$ cat config.mk
export PLATFORM = sky130hd
export DESIGN_NAME = mem_stage
export DESIGN_NICKNAME = d
export VERILOG_FILES = /design/src/rtl/mycpu_defs.sv /design/src/rtl/load_extend.sv /design/src/rtl/mem_stage.sv
export SDC_FILE = /design/constraint.sdc
export NUM_CORES = 1
export LEC_CHECK = 0
export ABC_AREA = 1
export BUFFER_PORTS_ARGS = -buffer_cell sky130_fd_sc_hd__buf_4
export CAP_MARGIN = 40
export CORE_ASPECT_RATIO = 0.9
export CORE_MARGIN = 10
export CORE_UTILIZATION = 50
export CTS_CLUSTER_SIZE = 28
export DETAILED_ROUTE_END_ITERATION = 8
export GPL_TIMING_DRIVEN = 0
export PLACE_DENSITY = 0.89
export SKIP_CTS_REPAIR_TIMING = 1
export SLEW_MARGIN = 5
export SYNTH_ARGS = -nofsm -noshare
export SYNTH_HDL_FRONTEND = slang
export SYNTH_HIERARCHICAL = 1
export SYNTH_SLANG_ARGS = --single-unit
$ cat constraint.sdc
create_clock -name clk -period 2.64 [get_ports clk]
set_input_delay 0.264 -clock clk [delete_from_list [all_inputs] [get_ports clk]]
set_output_delay 0.264 -clock clk [all_outputs]
set_load 0.03 [all_outputs]
$ cat src/rtl/mycpu_defs.sv
// Shared definitions for the core pipeline: bus widths, bus field offsets,
// load_op and csr_op bit positions.
// Imported by mem_stage and load_extend.
package mycpu_defs;

    // Bus widths
    localparam int ES_BUS_WIDTH  = 110;
    localparam int MS_BUS_WIDTH  = 104;
    localparam int FWD_BUS_WIDTH = 39;
    localparam int LOAD_OP_W     = 5;
    localparam int CSR_DATA_W    = 34;

    // es_to_ms_bus = {csr_data, mem_req, load_op, gr_we, dest, alu_result, pc}
    localparam int ES_PC_LSB     = 0;
    localparam int ES_ALU_LSB    = 32;
    localparam int ES_DEST_LSB   = 64;
    localparam int ES_GRWE_BIT   = 69;
    localparam int ES_LOP_LSB    = 70;
    localparam int ES_MEMREQ_BIT = 75;
    localparam int ES_CSR_LSB    = 76;

    // ms_to_ws_bus = {csr_data, gr_we, dest, final_result, pc}
    localparam int MS_PC_LSB     = 0;
    localparam int MS_RES_LSB    = 32;
    localparam int MS_DEST_LSB   = 64;
    localparam int MS_GRWE_BIT   = 69;
    localparam int MS_CSR_LSB    = 70;

    // load_op one-hot = {b, h, w, bu, hu}
    localparam int LOP_B  = 4;
    localparam int LOP_H  = 3;
    localparam int LOP_W  = 2;
    localparam int LOP_BU = 1;
    localparam int LOP_HU = 0;

    // csr_op bit order = {csrrd, csrwr, csrxchg, ertn, syscall}
    localparam int CSR_OP_CSRRD   = 4;
    localparam int CSR_OP_CSRWR   = 3;
    localparam int CSR_OP_CSRXCHG = 2;
    localparam int CSR_OP_ERTN    = 1;
    localparam int CSR_OP_SYSCALL = 0;

endpackage

$ cat src/rtl/load_extend.sv
// Load data extraction: selects byte/halfword/word from the SRAM word by the
// low address bits and sign- or zero-extends it. Purely combinational.
// Ports: i_addr (addr[1:0]), i_load_op (one-hot {b,h,w,bu,hu}), i_rdata, o_result.
module load_extend
    import mycpu_defs::*;
(
    input  logic [1:0]           i_addr,
    input  logic [LOAD_OP_W-1:0] i_load_op,
    input  logic [31:0]          i_rdata,
    output logic [31:0]          o_result
);

    logic [7:0]  w_byte;
    logic [15:0] w_half;

    always_comb begin
        w_byte = i_rdata[7:0];
        case (i_addr)
            2'd0: w_byte = i_rdata[7:0];
            2'd1: w_byte = i_rdata[15:8];
            2'd2: w_byte = i_rdata[23:16];
            2'd3: w_byte = i_rdata[31:24];
            default: w_byte = i_rdata[7:0];
        endcase
    end

    // Halfword loads use only addr[1]; addr[0] is ignored.
    assign w_half = i_addr[1] ? i_rdata[31:16] : i_rdata[15:0];

    always_comb begin
        o_result = i_rdata;
        if (i_load_op[LOP_B])
            o_result = {{24{w_byte[7]}}, w_byte};
        else if (i_load_op[LOP_BU])
            o_result = {24'd0, w_byte};
        else if (i_load_op[LOP_H])
            o_result = {{16{w_half[15]}}, w_half};
        else if (i_load_op[LOP_HU])
            o_result = {16'd0, w_half};
        else
            o_result = i_rdata;
    end

endmodule

$ cat src/rtl/mem_stage.sv
// MEM pipeline stage: holds one instruction from EXE, waits for its data-SRAM
// response, extracts load data and forwards the result to WB and ID.
// Ports: clk/resetn; EXE handshake (es_to_ms_valid, es_to_ms_bus, ms_allowin);
// WB handshake (ws_allowin, ms_to_ws_valid, ms_to_ws_bus); SRAM response
// (data_sram_data_ok, data_sram_rdata); wb_flush; ms_fwd_bus to ID.
module mem_stage
    import mycpu_defs::*;
#(
    parameter int ES_BUS_W = ES_BUS_WIDTH,
    parameter int MS_BUS_W = MS_BUS_WIDTH,
    parameter int DISC_W   = 2
)(
    input  logic                clk,
    input  logic                resetn,
    input  logic                es_to_ms_valid,
    input  logic [ES_BUS_W-1:0] es_to_ms_bus,
    output logic                ms_allowin,
    input  logic                ws_allowin,
    output logic                ms_to_ws_valid,
    output logic [MS_BUS_W-1:0] ms_to_ws_bus,
    input  logic                data_sram_data_ok,
    input  logic [31:0]         data_sram_rdata,
    input  logic                wb_flush,
    output logic [38:0]         ms_fwd_bus
);

    localparam logic [DISC_W-1:0] DISC_ONE = DISC_W'(1);
    localparam logic [DISC_W-1:0] DISC_MAX = {DISC_W{1'b1}};

    logic                  r_ms_valid;
    logic [ES_BUS_W-1:0]   r_bus;
    logic [DISC_W-1:0]     r_disc_cnt;
    logic                  r_rbuf_valid;
    logic [31:0]           r_rbuf;

    logic [31:0]           w_pc;
    logic [31:0]           w_alu_result;
    logic [4:0]            w_dest;
    logic                  w_gr_we;
    logic [LOAD_OP_W-1:0]  w_load_op;
    logic                  w_mem_req;
    logic [CSR_DATA_W-1:0] w_csr_data;

    logic                  w_disc_active;
    logic                  w_data_ok_eff;
    logic                  w_ready_go;
    logic                  w_leave;
    logic                  w_rbuf_set;
    logic                  w_disc_inc;
    logic                  w_disc_dec;
    logic [31:0]           w_load_data;
    logic [31:0]           w_load_res;
    logic [31:0]           w_final_result;

    assign w_pc         = r_bus[ES_PC_LSB   +: 32];
    assign w_alu_result = r_bus[ES_ALU_LSB  +: 32];
    assign w_dest       = r_bus[ES_DEST_LSB +: 5];
    assign w_gr_we      = r_bus[ES_GRWE_BIT];
    assign w_load_op    = r_bus[ES_LOP_LSB  +: LOAD_OP_W];
    assign w_mem_req    = r_bus[ES_MEMREQ_BIT];
    assign w_csr_data   = r_bus[ES_CSR_LSB  +: CSR_DATA_W];

    // A data_ok only belongs to the instruction in MEM once every response
    // owed to previously flushed requests has been swallowed.
    assign w_disc_active = (r_disc_cnt != '0);
    assign w_data_ok_eff = data_sram_data_ok & ~w_disc_active;

    assign w_ready_go     = ~w_mem_req | w_data_ok_eff | r_rbuf_valid;
    assign ms_allowin     = ~r_ms_valid | (w_ready_go & ws_allowin);
    assign ms_to_ws_valid = r_ms_valid & w_ready_go;
    assign w_leave        = ms_to_ws_valid & ws_allowin;

    // Response arrived but WB is stalled: keep it, SRAM will not repeat it.
    assign w_rbuf_set = r_ms_valid & w_mem_req & w_data_ok_eff & ~r_rbuf_valid
                      & ~ws_allowin & ~wb_flush;

    // A flushed memory instruction whose response is still in flight leaves
    // behind one response that must be dropped when it arrives.
    assign w_disc_inc = wb_flush & r_ms_valid & w_mem_req & ~w_data_ok_eff & ~r_rbuf_valid;
    assign w_disc_dec = data_sram_data_ok & w_disc_active;

    assign w_load_data = r_rbuf_valid ? r_rbuf : data_sram_rdata;

    load_extend u_load_extend (
        .i_addr    (w_alu_result[1:0]),
        .i_load_op (w_load_op),
        .i_rdata   (w_load_data),
        .o_result  (w_load_res)
    );

    assign w_final_result = (|w_load_op) ? w_load_res : w_alu_result;

    assign ms_to_ws_bus = {w_csr_data, w_gr_we, w_dest, w_final_result, w_pc};

    assign ms_fwd_bus = {r_ms_valid & (|w_load_op) & ~w_ready_go,
                         r_ms_valid & w_gr_we,
                         w_dest,
                         w_final_result};

    always_ff @(posedge clk or negedge resetn) begin
        if (!resetn) begin
            r_ms_valid <= 1'b0;
        end else if (wb_flush) begin
            r_ms_valid <= 1'b0;
        end else if (ms_allowin) begin
            r_ms_valid <= es_to_ms_valid;
        end
    end

    always_ff @(posedge clk or negedge resetn) begin
        if (!resetn) begin
            r_bus <= '0;
        end else if (es_to_ms_valid & ms_allowin) begin
            r_bus <= es_to_ms_bus;
        end
    end

    always_ff @(posedge clk or negedge resetn) begin
        if (!resetn) begin
            r_rbuf_valid <= 1'b0;
            r_rbuf       <= '0;
        end else begin
            if (wb_flush | w_leave) begin
                r_rbuf_valid <= 1'b0;
            end else if (w_rbuf_set) begin
                r_rbuf_valid <= 1'b1;
            end
            if (w_rbuf_set) begin
                r_rbuf <= data_sram_rdata;
            end
        end
    end

    always_ff @(posedge clk or negedge resetn) begin
        if (!resetn) begin
            r_disc_cnt <= '0;
        end else begin
            case ({w_disc_inc, w_disc_dec})
                2'b10: if (r_disc_cnt != DISC_MAX) r_disc_cnt <= r_disc_cnt + DISC_ONE;
                2'b01: r_disc_cnt <= r_disc_cnt - DISC_ONE;
                default: r_disc_cnt <= r_disc_cnt;
            endcase
        end
    end

    // More outstanding stale responses than the counter can track means the
    // upstream request limit was violated.
    disc_cnt_no_overflow: assert property (@(posedge clk) disable iff (!resetn)
        !(w_disc_inc && !w_disc_dec && (r_disc_cnt == DISC_MAX)));

endmodule

Word level (Yosys, flattened, before mapping) --
Index checks and enable logic that the tools add are counted.
Storage, ports and cells: word-level logic and storage cells 65, input bits 148, bits in registers 146, output and inout port bits 145
Cells by class: bitwise logic cells 30, add/subtract/negate cells 2, reduce and logical (&&, ||, !) cells 7, eq/ne operators 7, muxes and demuxes 14
Operators with widths (number):
- $mux 32 | 6
- $pmux 8 s4 | 1
- $and 1x1->1 | 18
- $mux 16 | 1
- $not 1->1 | 8
- $reduce_bool 2->1 | 4
- $eq 2x2->1 const B | 3
- $reduce_or 5->1 | 1
- $eq 2x1->1 const B | 2
- $mux 1 | 4
- $ne 2x2->1 const B | 2
- $or 1x1->1 | 4
- $pmux 2 s2 | 1
- $add 2x1->2 const B | 1
- $logic_not 2->1 | 1
- $mux 2 | 1
- $reduce_and 2->1 | 1
- $sub 2x1->2 const B | 1

Longest topological paths before layout --
depth after elaboration 9, mapped depth 13, gate-level depth less buffers 9

By module --
The synthesis kept the hierarchy.
Modules (own cells, without submodules):
- mem_stage | instances 1, area an instance 7780.0 sq um, cells each 924, seq. area each 3653.5 sq um
- load_extend | instances 1, area an instance 1132.3 sq um, cells each 235, seq. area each 0.0 sq um

Worst setup path before layout --
OpenSTA, ideal clock, no wires.
kind reg-to-output, start register r_rbuf_valid, end output ms_to_ws_bus[43], arrival time 2071 ps, slack 305 ps, stages on the path, launching flop included 12, required time 2376 ps, buffers on the path 4, path through dfrtp_1 -> buf_4 -> buf_2 -> mux2_2 -> o21bai_1 -> nand3_2 -> nand3_4 -> buf_8 -> nand2_1 -> nand2_1 -> nand2_1 -> buf_4
On the way: elaborated cells between the ends (all ways) 8, classes of those cells mux: 8
RTL lines:
- start: declaration | line mem_stage.sv:33 | logic r_rbuf_valid;
- start signal: assignment | line mem_stage.sv:120 | r_rbuf_valid <= 1'b0;
- start signal: assignment | line mem_stage.sv:124 | r_rbuf_valid <= 1'b0;
- start signal: assignment | line mem_stage.sv:126 | r_rbuf_valid <= 1'b1;
- $mux 32 | line mem_stage.sv:82 | assign w_load_data = r_rbuf_valid ? r_rbuf : data_sram_rdata;
- via w_load_data[15] | line mem_stage.sv:51 | logic [31:0] w_load_data;
- $pmux 8 s4 | line load_extend.sv:18 | case (i_addr)
- $mux 32 | line load_extend.sv:32 | if (i_load_op[LOP_B])
- via w_load_res[11] | line mem_stage.sv:52 | logic [31:0] w_load_res;
- $mux 32 | line mem_stage.sv:91 | assign w_final_result = (|w_load_op) ? w_load_res : w_alu_result;
- end: declaration | line mem_stage.sv:20 | output logic [MS_BUS_W-1:0] ms_to_ws_bus,
The timed path passes the listed nets, and every way through them passes these cells.

Final worst setup path --
start register r_rbuf_valid, end output ms_to_ws_bus[56]
On the way: longest elaborated chain between the ends 6, elaborated cells between the ends (all ways) 8, classes of those cells mux: 8
RTL lines:
- $mux 32 * | line mem_stage.sv:82
- via w_load_data[15] | line mem_stage.sv:51
- $mux 16 | line load_extend.sv:28 | assign w_half = i_addr[1] ? i_rdata[31:16] : i_rdata[15:0];
- $mux 32 | line load_extend.sv:36 | else if (i_load_op[LOP_H])
- $mux 32 | line load_extend.sv:34 | else if (i_load_op[LOP_BU])
- $mux 32 * | line load_extend.sv:32
- via w_load_res[24] | line mem_stage.sv:52
- $mux 32 * | line mem_stage.sv:91
The timed path passes the listed nets; every way through them passes the cells marked *.

==> impl_results.md <==
* DRC violations left at 0
* Most used cell, CP: buf_6
* Setup Crit Path Kind: reg -> out
* IO Count at 293
* Cell variety after synth at 31
* Compound-Gate Fraction of Synth Area at 0.0230
* Post-layout util at 0.728
* WP buf/inv at 6
* P&R area growth vs syn at 43.4%
* Comb power frac at 0.456
* Tot GR Track Use at 0.254
* Syn avg cell area at 7.69 µm²
* First-pass GRT wire length at 48100 µm
* P_sw at 3.98 mW
* Status: finished with violations
* Port Buffers at 292
* Global route total overflow at 0
* Synth Register Bits at 146
* Clock share of power at 0.252
* Setup_tns at -4.60 ns
* Clk buf depth at 2
* Pint at about 5.7 mW
* Critical Path RT at 2.38 ns
* Crit path capture type: output pin
* Syn. warnings at 6
* Die Y at ~150 µm
* Tmin final at 2.87 ns
* Mapped Area at 8910 µm²
* VDD IR max at approximately 0.49 mV
* Worst slew pin tran at between 0.7 and 0.8 ns
* Clk sinks at 146
* GP Congestion at 0.876
* CP Cell Sequence: buf_6 -> buf_12 -> mux2_4 -> inv_1 -> o21ai_2 -> nand2_4 -> buf_6 -> nand2_1 -> nand2_2 -> nand2_4 -> nand2_2 -> nand2_2 -> buf_6 -> buf_6
* FMAX at 349 MHz
* Worst-path maximum fanout at 5
* Leak at 6.92 nW
* Failing checks: setup timing
* HP Class: in -> reg
* Drt pass-1 iters at 6
* WL per Instance at a little under 20 µm
* Post-Synth XOR/XNOR Area at 0
* Vias at 9410
* Simple-Gate Fraction of Synth Area at 0.365
* Pre-CTS WS at between 0.08 and 0.09 ns
* Max-slew headroom at 0.483
* Filler cells at around 1300
* Initial antenna violation count at 0
* Switching Share at 0.410
* Largest net degree at the start of global routing at 94
* Fin Clk Skew at between 0.015 and 0.02 ns
* Seq/Total Area, Yosys at 0.410
* Final net count at 1633
* CTS root buf: clkbuf_16
* Finish-stage setup viols at 50
* # diodes at 0
* Die ar. at 23600 µm²
* Vias per inst at 5.41
* Num CTS Buffers at 17
* Ranking of synthesized cells by area: dfrtp_1 41%, nand2_1 20%, nand4_1 10%, buf_4 9.3%, mux2_2 4.0%
* Critical Path AT at 2.60 ns
* Max Slew Vio Count at 0
* Synthesized instance count at 1159
* Mux cell area share after synthesis at 0.0404
* Post-synth top area cell: dfrtp_1
* Max-cap viol count at 0
* Share of the synthesized area in the top cell type at 0.410
* Sequential Power Share at 0.292
* CP top delay family: buffers and inverters
* Fin crit share at 1.09
* Rows at 46
* Worst skew pair latency at 0.44 ns
* Fraction of layout cells with a size suffix above 1 at 0.417
* HPWL Detailed at 24500 µm
* H-tree depth at 4
* Vias in the first global route at just under 9000
* Clock slew at reported path FFs at approximately 0.070 ns
* CORE AREA at between 15000 and 20000 µm²
* Final worst setup slack at -0.228 ns
* Initial Util at 0.508
* RSZ-0062 raised after global routing: yes
* First DRT Iteration DRCs at 691
* Final WL at 33600 µm
* WHS at 0.0389 ns
* Post-route cell area at 12800 µm²
* Crit-path slowest cell: dfrtp_1
* Synth Area in Adders at 0
* Main combinational cell family by area after synthesis: simple AND/OR/NAND/NOR gates
* Hold Vio Cnt, Final at 0
* Syn_nets at roughly 1300
* Power density over cell area at between 700 and 800 nW/µm²
* CTS tree: yes
* Chip width at 161 µm
* Largest stage delay on the critical path at 0.39 ns
* Antenna-violating nets left at 0
* Post-Place Cell Area at 11400 µm²
* R2R setup slack at approximately 0.86 ns
* Startpoint types: flip-flop
[through the flow]
step	std cells	power (mW)
4_1_cts	1724	9.18
6_report	1738	9.71
5_1_grt	1738	10.1
3_3_place_gp	1691	6.64
3_5_place_dp	1692	6.74
2_1_floorplan	1159	5.32
[worst register-to-register path, cell delays in order, from the launching register on]
cell,delay [ns]
dfrtp_1,0.39
buf_2,0.17
nor2_2,0.12
nand3_2,0.26
buf_2,0.31
buf_2,0.22
nand4_1,0.11
nand2_1,0.08
[cell usage in the layout (no fill, tap or decap), types with 2 or more instances in the layout]
| cell | count |
|---|---|
| nand2_4 | 22 |
| mux2_4 | 9 |
| mux2_2 | 23 |
| buf_12 | 2 |
| buf_8 | 3 |
| o21ai_0 | 10 |
| nand4_1 | 142 |
| nor2_1 | 17 |
| a21oi_1 | 16 |
| dfrtp_1 | 146 |
| nand2_1 | 400 |
| buf_6 | 86 |
| clkbuf_1 | 45 |
| clkbuf_16 | 19 |
| buf_1 | 2 |
| buf_4 | 344 |
| o21ai_1 | 9 |
| inv_6 | 5 |
| nand2_2 | 54 |
| nand3_2 | 6 |
| inv_2 | 10 |
| nor3_4 | 2 |
| nand3_1 | 62 |
| clkinv_8 | 3 |
| inv_8 | 5 |
| nor2_2 | 6 |
| buf_2 | 18 |
| inv_1 | 20 |
[state kept, by name (all words and copies together), names as in the netlist]
register      count
r_rbuf_valid      1
r_ms_valid        1
r_disc_cnt        2
r_bus           110
r_rbuf           32
[cells by family (layout without fill, tap and decap cells)]
family / after synthesis / in the layout
AOI/OAI and AO/OA: 39 / 39
buffers and inverters: 227 / 566
DFF: 146 / 146
muxes: 32 / 32
and+or+nand+nor: 715 / 715
[synthesized netlist by cell type, drive strengths merged]
cell	n
nand2	476
clkbuf	45
buf	152
nand4	142
o21bai	1
nor2	24
a31oi	1
o21ai	20
nor3	3
nand3	69
nand3b	1
inv	30
mux2	32
dfrtp	146
a21oi	16
o211ai	1
[final timing paths]
check	start	to	cells past startpoint
setup / recovery	r_rbuf_valid	ms_to_ws_bus[56]	14
hold / removal	wb_flush	r_ms_valid	2
setup reg to reg	r_rbuf_valid	r_bus[57]	7
hold reg to reg	r_rbuf[16]	r_rbuf[16]	2
max in group asynchronous	resetn	r_bus[29]	3
min in group asynchronous	resetn	r_rbuf[9]	2
[routing by layer]
metal  GRT usage  part of all wire  up-vias
met2       0.448              0.50      475
met3      0.0992              0.10       88
met1       0.279              0.37     4472
met4      0.0682             0.029        0
met5           0                 0        -
li1            -                 -     4375
[area by class of cell]
class | instances | area [µm²] | share of cell area
Buffer | 195 | 1430 | 0.112
Sequential cell | 146 | 3650 | 0.286
Clock buffer | 17 | 425 | 0.0333
Tap cell | 240 | 300 | 0.0235
Multi-Input combinational cell | 786 | 4140 | 0.324
Clock inverter | 15 | 161 | 0.0126
Timing Repair Buffer | 309 | 2560 | 0.200
Inverter | 30 | 113 | 0.00881
[power by group through the flow]
stage	registers, mW	logic (mW)	clock network [mW]
3_5_place_dp	2.85	3.89	0
3_3_place_gp	2.83	3.81	0
6_report	2.84	4.43	2.45
2_1_floorplan	2.78	2.54	0
5_1_grt	2.87	4.68	2.55
4_1_cts	2.82	3.90	2.46
(Power assumes the default switching activity.)
